**src/rtl/voxel_frame_sequencer_if.sv**
```systemverilog
// Write-path bundle: host write channels, world_gen write stream and the
// registered voxel memory write port that the sequencer arbitrates onto.
interface voxel_frame_sequencer_if #(
    parameter int NUM_WR_CH = 2,
    parameter int ADDR_W    = 18,
    parameter int DATA_W    = 64
);
    logic [NUM_WR_CH-1:0]        wr_valid;
    logic [NUM_WR_CH*ADDR_W-1:0] wr_addr;
    logic [NUM_WR_CH*DATA_W-1:0] wr_data;
    logic [NUM_WR_CH-1:0]        wr_ready;
    logic                        wgen_wen;
    logic [ADDR_W-1:0]           wgen_waddr;
    logic [DATA_W-1:0]           wgen_wdata;
    logic                        wgen_stall;
    logic                        mem_wen;
    logic [ADDR_W-1:0]           mem_waddr;
    logic [DATA_W-1:0]           mem_wdata;

    // Write producers (host shell, world_gen) and the memory they land in.
    modport master (
        output wr_valid, wr_addr, wr_data, wgen_wen, wgen_waddr, wgen_wdata,
        input  wr_ready, wgen_stall, mem_wen, mem_waddr, mem_wdata
    );

    // Sequencer side: grants writes and drives the memory port.
    modport slave (
        input  wr_valid, wr_addr, wr_data, wgen_wen, wgen_waddr, wgen_wdata,
        output wr_ready, wgen_stall, mem_wen, mem_waddr, mem_wdata
    );
endinterface

```
**src/rtl/voxel_frame_sequencer.sv**
```systemverilog
// Frame control: builds the world, launches raycaster frames in STOP /
// CONTINUOUS / SINGLE mode, double-buffers the camera, watches frame length,
// and merges host + world_gen writes onto one registered memory port.
module voxel_frame_sequencer #(
    parameter int NUM_WR_CH   = 2,
    parameter int ADDR_W      = 18,
    parameter int DATA_W      = 64,
    parameter int CAM_W       = 128,
    parameter int FCNT_W      = 32,
    parameter int WDOG_CYCLES = 2000000,
    parameter bit HOLD_WR_RUN = 1'b1
) (
    input  logic                  clk,
    input  logic                  rst_n,
    input  logic [1:0]            mode,
    input  logic                  step,
    input  logic                  regen,
    output logic                  world_start,
    input  logic                  world_done,
    voxel_frame_sequencer_if.slave wr,
    input  logic                  cam_load,
    input  logic [CAM_W-1:0]      cam_in,
    output logic [CAM_W-1:0]      cam_active,
    output logic                  cam_pending,
    output logic                  core_start,
    input  logic                  core_done,
    output logic                  world_ready,
    output logic                  frame_busy,
    output logic [FCNT_W-1:0]     frame_count,
    output logic                  frame_timeout,
    output logic [2:0]            seq_state
);
    // Q8.8 home camera: pos (10,10,10), dir (1.0,0,0), plane (0,0.66).
    localparam logic [127:0] CAM_HOME = {16'h0A00, 16'h0A00, 16'h0A00, 16'h0100,
                                         16'h0000, 16'h0000, 16'h0000, 16'h00AA};
    localparam logic [CAM_W-1:0] CAM_RST = CAM_W'(CAM_HOME);

    typedef enum logic [2:0] {
        S_INIT   = 3'd0,
        S_WGEN   = 3'd1,
        S_READY  = 3'd2,
        S_LAUNCH = 3'd3,
        S_RUN    = 3'd4
    } state_t;

    state_t                state, state_nx;
    logic [31:0]           wdog_cnt;
    logic                  wdog_expire;
    logic [CAM_W-1:0]      cam_shadow;
    logic                  host_en, host_win;
    logic [NUM_WR_CH-1:0]  grant;
    logic [ADDR_W-1:0]     host_addr;
    logic [DATA_W-1:0]     host_data;

    // Expires on the last permitted RUN cycle; a zero budget never expires.
    assign wdog_expire = (WDOG_CYCLES != 0) && (wdog_cnt == 32'(WDOG_CYCLES - 1));

    assign core_start = (state == S_LAUNCH);
    assign frame_busy = (state == S_LAUNCH) || (state == S_RUN);
    assign seq_state  = state;

    // Next-state logic; regen wins over launch, step only counts in SINGLE.
    always_comb begin
        state_nx = state;
        case (state)
            S_INIT:   state_nx = S_WGEN;
            S_WGEN:   if (world_done) state_nx = S_READY;
            S_READY: begin
                if (regen)
                    state_nx = S_INIT;
                else if (mode == 2'd1 || (mode == 2'd2 && step))
                    state_nx = S_LAUNCH;
            end
            S_LAUNCH: state_nx = S_RUN;
            S_RUN:    if (core_done || wdog_expire) state_nx = S_READY;
            default:  state_nx = S_INIT;
        endcase
    end

    // State register plus frame bookkeeping (world flag, counter, watchdog).
    always_ff @(posedge clk or negedge rst_n) begin
        if (!rst_n) begin
            state         <= S_INIT;
            world_start   <= 1'b0;
            world_ready   <= 1'b0;
            frame_count   <= '0;
            frame_timeout <= 1'b0;
            wdog_cnt      <= '0;
        end else begin
            state       <= state_nx;
            world_start <= (state == S_INIT);
            if (state == S_WGEN && world_done)
                world_ready <= 1'b1;
            else if (state == S_READY && regen)
                world_ready <= 1'b0;
            if (state == S_RUN && core_done)
                frame_count <= frame_count + 1'b1;
            if (state == S_RUN && !core_done && wdog_expire)
                frame_timeout <= 1'b1;
            wdog_cnt <= (state == S_RUN) ? wdog_cnt + 32'd1 : 32'd0;
        end
    end

    // Camera double buffer; a load during LAUNCH goes straight to the core.
    always_ff @(posedge clk or negedge rst_n) begin
        if (!rst_n) begin
            cam_shadow  <= CAM_RST;
            cam_active  <= CAM_RST;
            cam_pending <= 1'b0;
        end else begin
            if (cam_load)
                cam_shadow <= cam_in;
            if (state == S_LAUNCH) begin
                cam_active  <= cam_load ? cam_in : cam_shadow;
                cam_pending <= 1'b0;
            end else if (cam_load) begin
                cam_pending <= 1'b1;
            end
        end
    end

    // Fixed-priority host grant: lowest valid index wins, blocked mid-frame.
    always_comb begin
        grant     = '0;
        host_win  = 1'b0;
        host_addr = '0;
        host_data = '0;
        host_en   = !(HOLD_WR_RUN && frame_busy);
        for (int i = 0; i < NUM_WR_CH; i++) begin
            if (host_en && wr.wr_valid[i] && !host_win) begin
                grant[i]  = 1'b1;
                host_win  = 1'b1;
                host_addr = wr.wr_addr[i*ADDR_W +: ADDR_W];
                host_data = wr.wr_data[i*DATA_W +: DATA_W];
            end
        end
    end

    assign wr.wr_ready   = grant;
    assign wr.wgen_stall = wr.wgen_wen && host_win;

    // One write per cycle onto the memory port, one clock after the grant.
    always_ff @(posedge clk or negedge rst_n) begin
        if (!rst_n) begin
            wr.mem_wen   <= 1'b0;
            wr.mem_waddr <= '0;
            wr.mem_wdata <= '0;
        end else begin
            wr.mem_wen <= host_win || wr.wgen_wen;
            if (host_win) begin
                wr.mem_waddr <= host_addr;
                wr.mem_wdata <= host_data;
            end else if (wr.wgen_wen) begin
                wr.mem_waddr <= wr.wgen_waddr;
                wr.mem_wdata <= wr.wgen_wdata;
            end
        end
    end
endmodule
```
**src/flat_wrapper.sv**
```systemverilog
// flat-port wrapper written by rule: the top's interface ports become plain ports
module voxel_frame_sequencer_flat 
#(
    parameter int NUM_WR_CH   = 2,
    parameter int ADDR_W      = 18,
    parameter int DATA_W      = 64,
    parameter int CAM_W       = 128,
    parameter int FCNT_W      = 32,
    parameter int WDOG_CYCLES = 2000000,
    parameter bit HOLD_WR_RUN = 1'b1
)
  (clk, rst_n, mode, step, regen, world_start, world_done, cam_load, cam_in, cam_active, cam_pending, core_start, core_done, world_ready, frame_busy, frame_count, frame_timeout, seq_state, wr_wr_valid, wr_wr_addr, wr_wr_data, wr_wgen_wen, wr_wgen_waddr, wr_wgen_wdata, wr_wr_ready, wr_wgen_stall, wr_mem_wen, wr_mem_waddr, wr_mem_wdata);
  voxel_frame_sequencer_if #(.NUM_WR_CH(NUM_WR_CH), .ADDR_W(ADDR_W), .DATA_W(DATA_W)) wr_i ();
  input  logic clk;
  input  logic rst_n;
  input  logic [1:0] mode;
  input  logic step;
  input  logic regen;
  output logic world_start;
  input  logic world_done;
  input  logic cam_load;
  input  logic [CAM_W-1:0] cam_in;
  output logic [CAM_W-1:0] cam_active;
  output logic cam_pending;
  output logic core_start;
  input  logic core_done;
  output logic world_ready;
  output logic frame_busy;
  output logic [FCNT_W-1:0] frame_count;
  output logic frame_timeout;
  output logic [2:0] seq_state;
  input wire logic [$bits(wr_i.wr_valid)-1:0] wr_wr_valid;
  input wire logic [$bits(wr_i.wr_addr)-1:0] wr_wr_addr;
  input wire logic [$bits(wr_i.wr_data)-1:0] wr_wr_data;
  input wire logic [$bits(wr_i.wgen_wen)-1:0] wr_wgen_wen;
  input wire logic [$bits(wr_i.wgen_waddr)-1:0] wr_wgen_waddr;
  input wire logic [$bits(wr_i.wgen_wdata)-1:0] wr_wgen_wdata;
  output wire logic [$bits(wr_i.wr_ready)-1:0] wr_wr_ready;
  output wire logic [$bits(wr_i.wgen_stall)-1:0] wr_wgen_stall;
  output wire logic [$bits(wr_i.mem_wen)-1:0] wr_mem_wen;
  output wire logic [$bits(wr_i.mem_waddr)-1:0] wr_mem_waddr;
  output wire logic [$bits(wr_i.mem_wdata)-1:0] wr_mem_wdata;
  assign wr_i.wr_valid = wr_wr_valid;
  assign wr_i.wr_addr = wr_wr_addr;
  assign wr_i.wr_data = wr_wr_data;
  assign wr_i.wgen_wen = wr_wgen_wen;
  assign wr_i.wgen_waddr = wr_wgen_waddr;
  assign wr_i.wgen_wdata = wr_wgen_wdata;
  assign wr_wr_ready = wr_i.wr_ready;
  assign wr_wgen_stall = wr_i.wgen_stall;
  assign wr_mem_wen = wr_i.mem_wen;
  assign wr_mem_waddr = wr_i.mem_waddr;
  assign wr_mem_wdata = wr_i.mem_wdata;
  voxel_frame_sequencer #(.NUM_WR_CH(NUM_WR_CH), .ADDR_W(ADDR_W), .DATA_W(DATA_W), .CAM_W(CAM_W), .FCNT_W(FCNT_W), .WDOG_CYCLES(WDOG_CYCLES), .HOLD_WR_RUN(HOLD_WR_RUN)) u_core (.clk(clk), .rst_n(rst_n), .mode(mode), .step(step), .regen(regen), .world_start(world_start), .world_done(world_done), .wr(wr_i), .cam_load(cam_load), .cam_in(cam_in), .cam_active(cam_active), .cam_pending(cam_pending), .core_start(core_start), .core_done(core_done), .world_ready(world_ready), .frame_busy(frame_busy), .frame_count(frame_count), .frame_timeout(frame_timeout), .seq_state(seq_state));
endmodule
```
**config.mk**
```make
export PLATFORM = sky130hd
export DESIGN_NAME = voxel_frame_sequencer_flat
export DESIGN_NICKNAME = d
export VERILOG_FILES = /design/src/rtl/voxel_frame_sequencer_if.sv /design/src/rtl/voxel_frame_sequencer.sv /design/src/flat_wrapper.sv
export SDC_FILE = /design/constraint.sdc
export NUM_CORES = 1
export LEC_CHECK = 0
export ABC_AREA = 1
export CAP_MARGIN = 20
export CORE_AREA = 2 2 249 251
export DETAILED_ROUTE_END_ITERATION = 8
export DIE_AREA = 0 0 251 253
export PLACE_DENSITY_LB_ADDON = 0.08
export SLEW_MARGIN = 0
export SYNTH_ARGS = -nofsm -noshare
export SYNTH_HDL_FRONTEND = slang
export SYNTH_SLANG_ARGS = --single-unit
```
**constraint.sdc**
```tcl
create_clock -name clk -period 1.9 [get_ports clk]
set_input_delay 0.38 -clock clk [delete_from_list [all_inputs] [get_ports clk]]
set_output_delay 0.38 -clock clk [all_outputs]
set_load 0.02 [all_outputs]
```
## Yosys cells after proc, flatten, opt, wreduce, memory -nomap -nowiden

Cells that the tools add are included.

- Flip-flop bits (word level): 410
- Input bits: 386
- Output and inout port bits: 255
- Logic and storage cells: 68

- Add/sub/neg operators: 2
- Equal/unequal tests: 10
- Muxes and demuxes: 22
- Reduce and logical (&&, ||, !) cells: 22

Operators by type and width:

| kind | count |
|---|---|
| 64-bit two-way mux | 4 |
| 128-bit two-way mux | 1 |
| 18-bit two-way mux | 4 |
| 32-bit by 1-bit adder with 32-bit output (second input constant) | 2 |
| 32-bit by 21-bit == test with 1-bit output (second input constant) | 1 |
| 32-bit two-way mux | 1 |
| 3-bit case mux with 5 select lines | 1 |
| 3-bit two-way mux | 4 |
| 1-bit logical AND | 10 |
| 1-bit two-way mux | 7 |
| 3-bit by 2-bit == test with 1-bit output (second input constant) | 2 |
| 2-bit nonzero test | 3 |
| 1-bit logical OR | 4 |
| 3-bit by 1-bit == test with 1-bit output (second input constant) | 1 |
| 3-bit == test (second input constant) | 1 |
| 1-bit logical NOT | 3 |
| 3-bit logical NOT | 1 |
| 3-bit by 2-bit inequality test with 1-bit output (second input constant) | 1 |
| 3-bit AND reduction | 1 |
| 2-bit by 1-bit == test with 1-bit output (second input constant) | 1 |
| 2-bit == test (second input constant) | 1 |
| 2-bit by 1-bit inequality test with 1-bit output (second input constant) | 1 |
| 2-bit inequality test (second input constant) | 1 |

## Depth between registers and ports, before layout

- Depth in word-level cells: 9
- Depth in mapped cells: 10
- Depth with buffers taken out: 10

## Worst setup path after synthesis

Ideal clock, no wire load.

- Path type: flip-flop to output port
- Start: reg u_core.state[0], in the netlist u_core.seq_state[0]
- End: out frame_busy
- Arrival time: 1.526 ns
- Data required time: 1.520 ns
- Setup slack: -0.006 ns
- Cell stages (with the launch flop): 6
- Path buffers: 2
- Cells stage by stage: dfrtp_1 inv_1 nand3_2 clkbuf_1 clkbuf_1 nand2_1

- Longest elaborated chain between the ends: 2
- Elaborated cells between the ends (all ways): 3
- Classes of those cells: eq/ne (2); reduce/logical (1)

Ends and longest elaborated chain:

| what | line | text |
|---|---|---|
| start, declared | voxel_frame_sequencer.sv:46 | `state_t state, state_nx;` |
| start signal, assigned | voxel_frame_sequencer.sv:90 | `state <= state_nx;` |
| 3-bit by 2-bit == test with 1-bit output or 3-bit == test (tied branches) | voxel_frame_sequencer.sv:59 | `assign frame_busy = (state == S_LAUNCH) \|\| (state == S_RUN);` |
| 1-bit logical OR (*) | voxel_frame_sequencer.sv:59 |  |
| end, declared | flat_wrapper.sv:28 | `output logic frame_busy;` |

Mark *: on every way between the ends. The rest lies on a longest branch, timed or not.

## Worst setup path after layout

- Start: reg u_core.state[2], in the netlist u_core.seq_state[2]
- End: out wr_wgen_stall

- Longest elaborated chain between the ends: 9
- Elaborated cells between the ends (all ways): 11
- Classes of those cells: eq/ne (2); mux (2); reduce/logical (7)

Ends and longest elaborated chain:

| what | line | text |
|---|---|---|
| 3-bit by 2-bit == test with 1-bit output or 3-bit == test (tied branches) | voxel_frame_sequencer.sv:59 |  |
| 1-bit logical OR (*) | voxel_frame_sequencer.sv:59 |  |
| 1-bit logical NOT (*) | voxel_frame_sequencer.sv:128 | `host_en = !(HOLD_WR_RUN && frame_busy);` |
| 1-bit logical AND | voxel_frame_sequencer.sv:130 | `if (host_en && wr.wr_valid[i] && !host_win) begin` |
| 1-bit two-way mux | voxel_frame_sequencer.sv:130 |  |
| 1-bit logical NOT | voxel_frame_sequencer.sv:130 |  |
| 1-bit logical AND | voxel_frame_sequencer.sv:130 |  |
| 1-bit two-way mux (*) | voxel_frame_sequencer.sv:130 |  |
| 1-bit logical AND (*) | voxel_frame_sequencer.sv:140 | `assign wr.wgen_stall = wr.wgen_wen && host_win;` |
| end, declared | flat_wrapper.sv:39 | `output wire logic [$bits(wr_i.wgen_stall)-1:0] wr_wgen_stall;` |

Marks and branches as above.

==> flow_summary_export.csv <==
group,metric,value,unit
outcome,status,"finished with violations",
outcome,violations,"setup timing",
drt,drt-total-wl,71400,um
placement,place_ws,-0.507,ns
drt,dr_wl_met3,5450,um
drt,wl_met2,34000,um
pwr,swShare,38.3,%
clocking,clock_latency,0.59,ns
synthesis,syn_avg_cell_area,8.21,um2
setup_path,worst_ep_required_time,1.52,ns
grt,first_global_vias,17500,
hold_path,min_path_type,"input port to flop",
pwr,p_sw,13.9,mW
sta,setup_ws,-0.253,ns
drt,post-route-drc-count,0,
grt,grt_use_total,22.0,%
synthesis,synth_area_leaders,"dfrtp_1 (54%), nand2_1 (18%), nor2_1 (6.8%), a31oi_1 (4.6%), dfstp_2 (3.2%)",
synthesis,ys_ff_latch,410,
pwr,p_int,22.4,mW
setup_path,path_max_fanout,3,
setup_path,cp.arrival,1.77,ns
grt,grt_pass1_wl,107000,um
grt,grt_max_degree,70,
setup_path,critPathLaunchType,"flop",
sta,finalCritPeriodShare,113,%
clocking,h-tree-depth,2,
floorplan,die_x,251,um
placement,port_buffers,640,
placement,dpl.cell_count,3593,
synthesis,synth_top_area_share,54.2,%
sta,rsz0062_at_grt,"yes",
sta,hold_violations,0,
drt,dr.first_iter.drc_count,948,
synthesis,yosys_warnings,0,
layout,area_growth,53.2,%
drt,drt-pass1-iter-count,5,
pwr,ir_drop,0.907,mV
layout,seq_area,10300,um2
drt,routed-via-count,17200,
synthesis,yosys_most_used_dff,"dfrtp_1",
synthesis,synth-async-reset-ratio,100,%
grt,overflow,0,
floorplan,die_area,63500,um2
floorplan,die_height,253,um
sta,slew_headroom,67.6,%
synthesis,synth_nets,2570,
flow_run,maxCapViolCount,0,
setup_path,cp-end-kind,"output pin",
synthesis,synth_top_area_cell,"dfrtp_1",
clocking,cts_tree,"built",
drt,ant_nets,0,
clocking,clock-sinks,410,
clocking,clock_path_buffers,3,
pwr,power_density,1320,nW/um2
placement,place_hpwl,53100,um
sta,setup_viol,87,
drt,dr.max_layer_used,"met5",
synthesis,syn_area,17900,um2
pwr,p_comb_share,38.8,%
synthesis,synth_most_common_cell,"nand2_1",
synthesis,synth_commonest_cells,"nand2_1 (848), dfrtp_1 (388), nor2_1 (327)",
layout,drive_above_1_share,8.10,%
placement,routabilityCongestion,0.866,
clocking,path_clk_slew,0.06,ns
drt,m1WireLength,29400,um
synthesis,yosysSeqAreaShare,57.4,%
layout,nets,3250,
setup_path,path_cells,"inv_2 -> nand3_4 -> nand3_4 -> nand2_4 -> inv_4 -> nor2_4 -> buf_6",
clocking,cts_made_buffers,48,
setup_path,crit_path_max_incr_delay,0.43,ns
layout,layout.cells.non_filler,3707,
floorplan,num_rows,91,
layout,multiInputGateArea,6960,um2
setup_path,slowest_stage,"dfrtp_1",
drt,vias_per_cell,4.65,
layout,fill_cells,6037,
synthesis,synthCells,2182,
setup_path,path_class,"flop to output pin",
floorplan,initial_utilization,29.4,%
pwr,p_clk_share,26.1,%
sta,finalHoldWorstSlack,0.159,ns
setup_path,cp_common_cell,"nand3_4",
sta,final.min_clock_period,2.15,ns
synthesis,synth_edf_count,0,
synthesis,yosysUniqueCellTypes,32,
floorplan,core-area,61000,um2
clocking,cts-root-buf,"clkbuf_16",
pwr,p_seq_share,35.0,%
drt,wl_per_cell,19.3,um
sta,fmax,464,MHz
grt,grt_antenna_before_repair,21,
sta,drv_slew,0,
floorplan,ios,641,
sta,finalClockSkew,0.0247,ns
pwr,p_leak,12.6,nW
sta,worstMarginPinSlew,0.482,ns
[area by class of cell]
cell class	count	area share, %
multi-input cells	1599	25.3
clock buffers	78	5.44
diodes	15	0.137
clock inverters	12	0.551
repair buffers	735	26.5
well taps	790	3.60
inverters	68	0.975
flip-flops and latches	410	37.5
[power by group through the flow]
stage | registers, mW | clock network, mW | logic, mW
final | 12.7 | 9.50 | 14.1
after global routing | 13.1 | 10.2 | 15.3
after CTS | 12.8 | 9.82 | 14.2
after detailed placement | 12.9 | 0 | 15.4
after global placement | 12.9 | 0 | 15.3
after floorplan | 15.5 | 0 | 4.46
[routing by layer]
metal	vias up	track usage [%]
li1	8403	-
met1	8153	26.9
met2	521	36.0
met3	127	6.71
met4	16	9.49
met5	-	0
[metrics by stage]
step           power, mW  TNS [ns]  utilization [%]  cell area, um2
2_1_floorplan       19.9         0                -           17900
3_3_place_gp        28.2    -29.87             42.4           25900
3_5_place_dp        28.4    -33.56             42.4           25900
4_1_cts             36.8    -12.42             44.8           27300
5_1_grt             38.6    -19.49             45.0           27500
6_report            36.4    -11.00             45.0           27500
[critical path: cells and delay by family, from the launching register on]
| family | cells | cell delay [ns] |
|---|---|---|
| buffers and inverters | 3 | 0.30 |
| DFF | 1 | 0.43 |
| and+or+nand+nor | 4 | 0.46 |
[cell families after synthesis]
| group | after synthesis | synth area share [%] |
|---|---|---|
| compound gates | 320 | 9.92 |
| buf+inv | 173 | 4.17 |
| mux | 1 | 0.0628 |
| fa+ha+maj | 2 | 0.140 |
| xor+xnor | 22 | 1.07 |
| flops | 410 | 57.4 |
| simple gates | 1254 | 27.2 |
[placed cells by master (no fill, tap or decap), types with 57 or more instances in the layout]
cell type        count
dlygate4sd2_1      240
a31oi_1            132
inv_1               57
buf_4               61
o21ai_0             84
nor2_1             323
clkdlybuf4s50_1    383
nand2_1            847
dfrtp_1            387
o21ai_1             89
[path summary, 6_finish.rpt]
kind | slack [ns] | cells past startpoint | start | end
hold / removal | 0.16 | 3 | cam_load | u_core.cam_shadow[105]
setup / recovery | -0.25 | 7 | u_core.seq_state[2] | wr_wgen_stall
min in group asynchronous | 0.28 | 2 | rst_n | u_core.cam_active[106]
setup reg to reg | -0.16 | 10 | u_core.seq_state[2] | u_core.wr.mem_waddr[8]
max in group asynchronous | 0.83 | 4 | rst_n | u_core.cam_active[24]
hold reg to reg | 0.46 | 2 | u_core.cam_shadow[57] | u_core.cam_shadow[57]
[what timing repair did]
action | in CTS | in global routing
cloned | 2 | 1
gates resized for setup | 305 | 16
endpoints found under the setup margin | 413 | 120
buffers inserted | 3 | 3
pin swaps | 4 | 4
hold buffers | 1 | 0
endpoints found under the hold margin | 34 | 0
[registers in the layout (all words and copies together), names as in the netlist, 3 cells and up]
signal,count
u_core.cam_shadow,128
u_core.wr.mem_wdata,64
u_core.wr.mem_waddr,18
u_core.seq_state,3
u_core.cam_active,128
u_core.frame_count,32
u_core.wdog_cnt,32
Power figures use the tool's default switching activity.
